`src/rtl/intpol2_iq_out_buffer_if.sv`:
```
// ---------------------------------------------------------------------------
// intpol2_iq_out_buffer_if
// Valid/ready output stream of the intpol2 IQ output buffer.
//   m_valid_o  : output pair valid (driven by the buffer)
//   m_ready_i  : consumer ready (driven by the consumer)
//   m_I_o      : narrowed I sample, OUT_WIDTH bits
//   m_Q_o      : narrowed Q sample, OUT_WIDTH bits
// Modports: master = buffer side, slave = consumer side.
// ---------------------------------------------------------------------------
interface intpol2_iq_out_buffer_if #(
    parameter int OUT_WIDTH = 16
);
    logic                 m_valid_o;
    logic                 m_ready_i;
    logic [OUT_WIDTH-1:0] m_I_o;
    logic [OUT_WIDTH-1:0] m_Q_o;

    modport master (output m_valid_o, output m_I_o, output m_Q_o, input m_ready_i);
    modport slave  (input m_valid_o, input m_I_o, input m_Q_o, output m_ready_i);
endinterface

```
`src/rtl/intpol2_iq_out_buffer.sv`:
```
// ---------------------------------------------------------------------------
// intpol2_iq_out_buffer
// Captures I/Q pairs strobed by the intpol2 interpolation core into a
// DEPTH = 2^ADDR_WIDTH entry ring, feeds back an almost-full flag for the
// core's Afull input and streams pairs out on a valid/ready interface,
// narrowed from DATA_WIDTH to OUT_WIDTH bits.
//
// Ports:
//   clk        : clock, rising edge
//   rst_a      : asynchronous reset, active low
//   clr_i      : synchronous flush, active high, highest priority
//   wr_en_i    : sample strobe from the core
//   I_in_i     : interpolated I, DATA_WIDTH bits
//   Q_in_i     : interpolated Q, DATA_WIDTH bits
//   afull_o    : ring occupancy >= DEPTH - AF_DIFF
//   full_o     : ring occupancy == DEPTH
//   empty_o    : ring empty and output register empty
//   count_o    : ring occupancy (output register not included)
//   ovf_o      : sticky, a write arrived while full and was dropped
//   samples_o  : completed output handshakes, wraps at 2^32
//   m_if       : output stream (intpol2_iq_out_buffer_if, master modport)
//
// Build option INTPOL2_OUTBUF_ROUND_EN: when defined, narrowing rounds half
// up and saturates; when undefined, narrowing truncates (keeps the top bits).
// ---------------------------------------------------------------------------
module intpol2_iq_out_buffer #(
    parameter int DATA_WIDTH = 32,
    parameter int OUT_WIDTH  = 16,
    parameter int ADDR_WIDTH = 3,
    parameter int AF_DIFF    = 2
) (
    input  logic                       clk,
    input  logic                       rst_a,
    input  logic                       clr_i,
    input  logic                       wr_en_i,
    input  logic [DATA_WIDTH-1:0]      I_in_i,
    input  logic [DATA_WIDTH-1:0]      Q_in_i,
    output logic                       afull_o,
    output logic                       full_o,
    output logic                       empty_o,
    output logic [ADDR_WIDTH:0]        count_o,
    output logic                       ovf_o,
    output logic [31:0]                samples_o,
    intpol2_iq_out_buffer_if.master    m_if
);

    localparam int                DEPTH    = 1 << ADDR_WIDTH;
    localparam int                SHIFT    = DATA_WIDTH - OUT_WIDTH;
    localparam logic [ADDR_WIDTH:0] DEPTH_L  = (ADDR_WIDTH+1)'(DEPTH);
    localparam logic [ADDR_WIDTH:0] AF_LEVEL = (ADDR_WIDTH+1)'(DEPTH - AF_DIFF);
`ifdef INTPOL2_OUTBUF_ROUND_EN
    localparam int                RSH      = (SHIFT > 0) ? SHIFT : 1;
`endif

    // Narrowing applied as a sample moves from the ring into the output
    // register, so it adds no latency.
    function automatic logic [OUT_WIDTH-1:0] narrow(input logic [DATA_WIDTH-1:0] x);
`ifdef INTPOL2_OUTBUF_ROUND_EN
        logic [DATA_WIDTH:0] sum;
        logic [OUT_WIDTH:0]  rounded;
        if (SHIFT == 0) begin
            narrow = x[DATA_WIDTH-1 -: OUT_WIDTH];
        end else begin
            // One guard bit above the sign keeps the +half from wrapping;
            // a disagreement between guard and sign means out of range.
            sum     = {x[DATA_WIDTH-1], x} + ((DATA_WIDTH+1)'(1) << (RSH-1));
            rounded = (OUT_WIDTH+1)'($signed(sum) >>> RSH);
            if (rounded[OUT_WIDTH] != rounded[OUT_WIDTH-1])
                narrow = rounded[OUT_WIDTH] ? {1'b1, {(OUT_WIDTH-1){1'b0}}}
                                            : {1'b0, {(OUT_WIDTH-1){1'b1}}};
            else
                narrow = rounded[OUT_WIDTH-1:0];
        end
`else
        narrow = OUT_WIDTH'(x >> SHIFT);
`endif
    endfunction

    logic [DATA_WIDTH-1:0] r_memI [DEPTH];
    logic [DATA_WIDTH-1:0] r_memQ [DEPTH];
    logic [ADDR_WIDTH-1:0] r_wrPtr;
    logic [ADDR_WIDTH-1:0] r_rdPtr;
    logic [ADDR_WIDTH:0]   r_count;
    logic                  r_valid;
    logic [OUT_WIDTH-1:0]  r_outI;
    logic [OUT_WIDTH-1:0]  r_outQ;
    logic                  r_ovf;
    logic [31:0]           r_samples;

    logic w_full;
    logic w_ringEmpty;
    logic w_hs;
    logic w_wrAccept;
    logic w_wrDrop;
    logic w_load;

    // All decisions come from registered state, so the flags have no
    // combinational path from wr_en_i and a write is only visible to the
    // output register one edge after it lands in the ring.
    assign w_full      = (r_count == DEPTH_L);
    assign w_ringEmpty = (r_count == '0);
    assign w_hs        = r_valid & m_if.m_ready_i;
    assign w_wrAccept  = wr_en_i & ~w_full & ~clr_i;
    assign w_wrDrop    = wr_en_i &  w_full & ~clr_i;
    assign w_load      = ~w_ringEmpty & (~r_valid | w_hs) & ~clr_i;

    // Ring storage carries no reset; pointers and count define what is live.
    always_ff @(posedge clk) begin
        if (w_wrAccept) begin
            r_memI[r_wrPtr] <= I_in_i;
            r_memQ[r_wrPtr] <= Q_in_i;
        end
    end

    // Pointers, occupancy, output register and status counters.
    always_ff @(posedge clk or negedge rst_a) begin
        if (!rst_a) begin
            r_wrPtr   <= '0;
            r_rdPtr   <= '0;
            r_count   <= '0;
            r_valid   <= 1'b0;
            r_outI    <= '0;
            r_outQ    <= '0;
            r_ovf     <= 1'b0;
            r_samples <= '0;
        end else if (clr_i) begin
            r_wrPtr   <= '0;
            r_rdPtr   <= '0;
            r_count   <= '0;
            r_valid   <= 1'b0;
            r_ovf     <= 1'b0;
            r_samples <= '0;
        end else begin
            if (w_wrAccept)
                r_wrPtr <= r_wrPtr + ADDR_WIDTH'(1);
            if (w_load)
                r_rdPtr <= r_rdPtr + ADDR_WIDTH'(1);
            r_count <= r_count + (ADDR_WIDTH+1)'(w_wrAccept) - (ADDR_WIDTH+1)'(w_load);
            if (w_load) begin
                r_valid <= 1'b1;
                r_outI  <= narrow(r_memI[r_rdPtr]);
                r_outQ  <= narrow(r_memQ[r_rdPtr]);
            end else if (w_hs) begin
                r_valid <= 1'b0;
            end
            if (w_wrDrop)
                r_ovf <= 1'b1;
            if (w_hs)
                r_samples <= r_samples + 32'd1;
        end
    end

    assign afull_o        = (r_count >= AF_LEVEL);
    assign full_o         = w_full;
    assign empty_o        = w_ringEmpty & ~r_valid;
    assign count_o        = r_count;
    assign ovf_o          = r_ovf;
    assign samples_o      = r_samples;
    assign m_if.m_valid_o = r_valid;
    assign m_if.m_I_o     = r_outI;
    assign m_if.m_Q_o     = r_outQ;

endmodule

```
`src/flat_wrapper.sv`:
```
// flat-port wrapper written by rule: the top's interface ports become plain ports
module intpol2_iq_out_buffer_flat 
#(
    parameter int DATA_WIDTH = 32,
    parameter int OUT_WIDTH  = 16,
    parameter int ADDR_WIDTH = 3,
    parameter int AF_DIFF    = 2
)
  (clk, rst_a, clr_i, wr_en_i, I_in_i, Q_in_i, afull_o, full_o, empty_o, count_o, ovf_o, samples_o, m_if_m_valid_o, m_if_m_I_o, m_if_m_Q_o, m_if_m_ready_i);
  intpol2_iq_out_buffer_if #(.OUT_WIDTH(OUT_WIDTH)) m_if_i ();
  input  logic clk;
  input  logic rst_a;
  input  logic clr_i;
  input  logic wr_en_i;
  input  logic [DATA_WIDTH-1:0] I_in_i;
  input  logic [DATA_WIDTH-1:0] Q_in_i;
  output logic afull_o;
  output logic full_o;
  output logic empty_o;
  output logic [ADDR_WIDTH:0] count_o;
  output logic ovf_o;
  output logic [31:0] samples_o;
  output wire logic [$bits(m_if_i.m_valid_o)-1:0] m_if_m_valid_o;
  output wire logic [$bits(m_if_i.m_I_o)-1:0] m_if_m_I_o;
  output wire logic [$bits(m_if_i.m_Q_o)-1:0] m_if_m_Q_o;
  input wire logic [$bits(m_if_i.m_ready_i)-1:0] m_if_m_ready_i;
  assign m_if_m_valid_o = m_if_i.m_valid_o;
  assign m_if_m_I_o = m_if_i.m_I_o;
  assign m_if_m_Q_o = m_if_i.m_Q_o;
  assign m_if_i.m_ready_i = m_if_m_ready_i;
  intpol2_iq_out_buffer #(.DATA_WIDTH(DATA_WIDTH), .OUT_WIDTH(OUT_WIDTH), .ADDR_WIDTH(ADDR_WIDTH), .AF_DIFF(AF_DIFF)) u_core (.clk(clk), .rst_a(rst_a), .clr_i(clr_i), .wr_en_i(wr_en_i), .I_in_i(I_in_i), .Q_in_i(Q_in_i), .afull_o(afull_o), .full_o(full_o), .empty_o(empty_o), .count_o(count_o), .ovf_o(ovf_o), .samples_o(samples_o), .m_if(m_if_i));
endmodule
```
`config.mk`:
```
export PLATFORM = sky130hd
export DESIGN_NAME = intpol2_iq_out_buffer_flat
export DESIGN_NICKNAME = d
export VERILOG_FILES = /design/src/rtl/intpol2_iq_out_buffer_if.sv /design/src/rtl/intpol2_iq_out_buffer.sv /design/src/flat_wrapper.sv
export SDC_FILE = /design/constraint.sdc
export NUM_CORES = 1
export LEC_CHECK = 0
export CAP_MARGIN = 20
export CORE_ASPECT_RATIO = 1.75
export CORE_MARGIN = 3
export CORE_UTILIZATION = 53
export CTS_CLUSTER_DIAMETER = 30
export DETAILED_ROUTE_END_ITERATION = 6
export GPL_TIMING_DRIVEN = 1
export PLACE_DENSITY = 0.75
export SYNTH_ARGS = -nofsm -noshare
export SYNTH_HDL_FRONTEND = slang
export SYNTH_SLANG_ARGS = --single-unit
```
`constraint.sdc`:
```
create_clock -name clk -period 5.05 [get_ports clk]
set_input_delay 0.505 -clock clk [delete_from_list [all_inputs] [get_ports clk]]
set_output_delay 0.505 -clock clk [all_outputs]
set_load 0.05 [all_outputs]
```
==> flow_summary.toml <==
[clock_tree]
cts_root_buf = "clkbuf_16"
cts_hold_buf = 1
cts_buffer_depth = 3
clkTransAtPathRegs_ns = 0.06
cts_tree = "built"
cts_sinks = 332
post_cts_buffers = 0
ctsResizeCount = 0
numCtsBuffers = 38
h-tree-depth = 2
clock_latency_ns = 0.52

[placed_design]
gp_congestion = 0.808
post-place-ws_ns = 1.90
portBuffers = 109
dp_cells = 1137
post-dp-hpwl_um = 16100

[yosys]
netlist_area_um2 = 13100
synth_fa_ha_area_share_pct = 1.11
yosysWarnings = 0
synth_area_leaders = "edfxtp_1, dfrtp_1, mux4_2"
avgSynthCellArea_um2 = 17.6
synth_compound_area_share_pct = 3.64
syn_inst = 743
synthSimpleGateAreaFrac_pct = 6.06
ys_ff_latch = 332
synth_cell_types = 37
synthMuxAreaShare_pct = 13.5
synth_top_cell_area_share_pct = 58.7
synthXorXnorAreaFrac_pct = 0.870
ys_seq_area_share_pct = 73.3
synth-edff-count = 256
ys.flop_type = "edfxtp_1"
synth_area_leader_cell = "edfxtp_1"
ys_async_sr_fraction_pct = 22.9
synth_top_family_by_area = "multiplexers"
syn_nets = 823

[drt]
ant_nets = 0
avgRoutedWirePerCell_um = 22.0
route.detailed.drc = 0
vias = 7113
vias_per_cell = 5.89
drtPass1Iterations = 5
drt_wl_total_um = 26500
drt_iter0_markers = 397

[cells_and_area]
drive_above_1_share_pct = 17.7
syn_to_final_growth_pct = 21.1
fill_cells = 1563
nNetsFinal = 950
final_cell_count_no_fill = 1207
diodes = 0

[pwr]
ir_drop_mv = 0.358
p_total_mw = 8.13
p_leak_nw = 5.20
powerDensity_nw_per_um2 = 513

[worst_setup_path]
required_ns = 4.55
worstSetupPathType = "flip-flop to output pin"
path_max_fanout = 4
cp.arrival_ns = 2.66
critPathLaunchType = "flip-flop"
endpoint_kind = "output pin"

[grt]
grt_pass1_wl_um = 42400
track_usage_pct = 20.5
antenna_found_initial = 0
grt_max_degree = 65
overflow = 0
grt_pass1_vias = 7611

[floorplan]
num_rows = 75
dieHeight_um = 214
die_area_um2 = 26700
die_width_um = 125
ios = 142
initial_core_util_pct = 54.3
coreArea_um2 = 24100

[timing]
slew_headroom_pct = 33.2
period_needed_ns = 3.17
finalCritPeriodShare_pct = 62.8
setup_viol = 0
whs_ns = 0.483
rsz0062_at_grt = "no"
worst_pin_slew_ns = 1.00
fmax_mhz = 316
final_hold_viol_count = 0
fin_ws_ns = 1.88
slew_viol_final = 0
skew_ns = 0.0306
tns_ns = 0

[min_path]
hold_class = "input pin to asynchronous set/reset pin"

[run_status]
outcome = "complete, no violations"

[run]
cap_viol_max_count = 0
[cell families (layout without fill, tap and decap cells)]
| logic type | count (synthesis) | count (layout) |
|---|---|---|
| AOI/OAI and AO/OA | 87 | 87 |
| muxes | 97 | 97 |
| DFF | 332 | 332 |
| and+or+nand+nor | 155 | 155 |
| adders and majority gates | 11 | 11 |
| buffers and inverters | 48 | 204 |
| xor gates and xnor gates | 13 | 13 |
[cells in the final DEF, fill, tap and decap left out, types with 8 or more instances in the layout]
| cell | instances |
|---|---|
| a21oi_1 | 61 |
| buf_4 | 13 |
| ha_1 | 10 |
| nand4_1 | 8 |
| dfrtp_1 | 73 |
| nor2_1 | 50 |
| or3_1 | 10 |
| inv_1 | 11 |
| clkdlybuf4s50_1 | 108 |
| xnor2_1 | 9 |
| mux4_2 | 64 |
| edfxtp_1 | 256 |
| mux2i_1 | 32 |
| o31ai_1 | 14 |
| clkbuf_16 | 39 |
| nand2_1 | 24 |
| nand3_1 | 12 |
| o21ai_0 | 10 |
| or4_1 | 17 |
[cell type report]
cell class	count	area [um^2]	share of cell area [%]
multi-input cells	363	3360	21.2
clock buffers	44	995	6.28
repair buffers	124	1240	7.85
well taps	308	385	2.43
clock inverters	25	226	1.43
inverters	11	41.3	0.261
flip-flops and latches	332	9600	60.5
[metal layers]
| metal | vias up | GRT usage [%] | share of wire [%] |
|---|---|---|---|
| li1 | 3189 | - | - |
| met3 | 38 | 3.79 | 5.5 |
| met2 | 223 | 37.9 | 55 |
| met5 | - | 0 | 0 |
| met4 | 0 | 6.28 | 2.1 |
| met1 | 3663 | 24.5 | 37 |
[path summary, 6_finish.rpt]
check	startpoint	to	slack, ns	cells after the start
hold / removal	rst_a	u_core.m_if.m_Q_o[13]	0.48	2
setup / recovery	u_core.count_o[2]	full_o	1.88	5
max in group asynchronous	rst_a	u_core.r_rdPtr[0]	3.48	3
setup reg to reg	u_core.count_o[2]	u_core.r_memI[2][28]	2.08	7
hold reg to reg	u_core.ovf_o	u_core.ovf_o	0.50	2
min in group clk	u_core.ovf_o	u_core.ovf_o	0.50	2
[metrics by stage]
step | util, % | area, um^2
final | 65.7 | 15800
after global placement | 60.4 | 14600
after CTS | 65.7 | 15800
after global routing | 65.7 | 15800
after floorplan | - | 13100
after detailed placement | 60.6 | 14600
[cell usage after synthesis, drive strengths merged (2+ instances only)]
cell	number
mux2i	32
and4	4
nor2b	4
nor2	56
inv	11
o21ai	10
xnor2	9
nand2b	4
ha	10
or3	10
nand3	13
mux4	64
nor3	6
nor4	2
or4	18
dfrtp	76
o31ai	14
or3b	2
nand2	24
edfxtp	256
buf	11
and2	2
xor2	4
a21oi	61
nand4	8
clkbuf	26
[where the power goes]
part / total, mW / internal (mW) / switching (mW)
Combinational: 2.08 / 0.883 / 1.20
Clock: 2.60 / 1.50 / 1.09
Sequential: 3.45 / 3.18 / 0.265
[critical path, cell delays in order, from the launching register on]
cell and delay [ns]:
dfrtp_1 0.40, inv_1 0.11, ha_1 0.14, or3b_2 0.51, inv_1 0.18, clkdlybuf4s50_1 0.83
[sequential cells by signal, indices dropped and copies added, names as in the netlist]
register,cells
u_core.r_wrPtr,3
u_core.count_o,4
u_core.samples_o,32
u_core.r_memQ,128
u_core.m_if.m_I_o,16
u_core.m_if.m_valid_o,1
u_core.ovf_o,1
u_core.m_if.m_Q_o,16
u_core.r_memI,128
u_core.r_rdPtr,3
No activity file was read; power rests on OpenSTA's default activity.
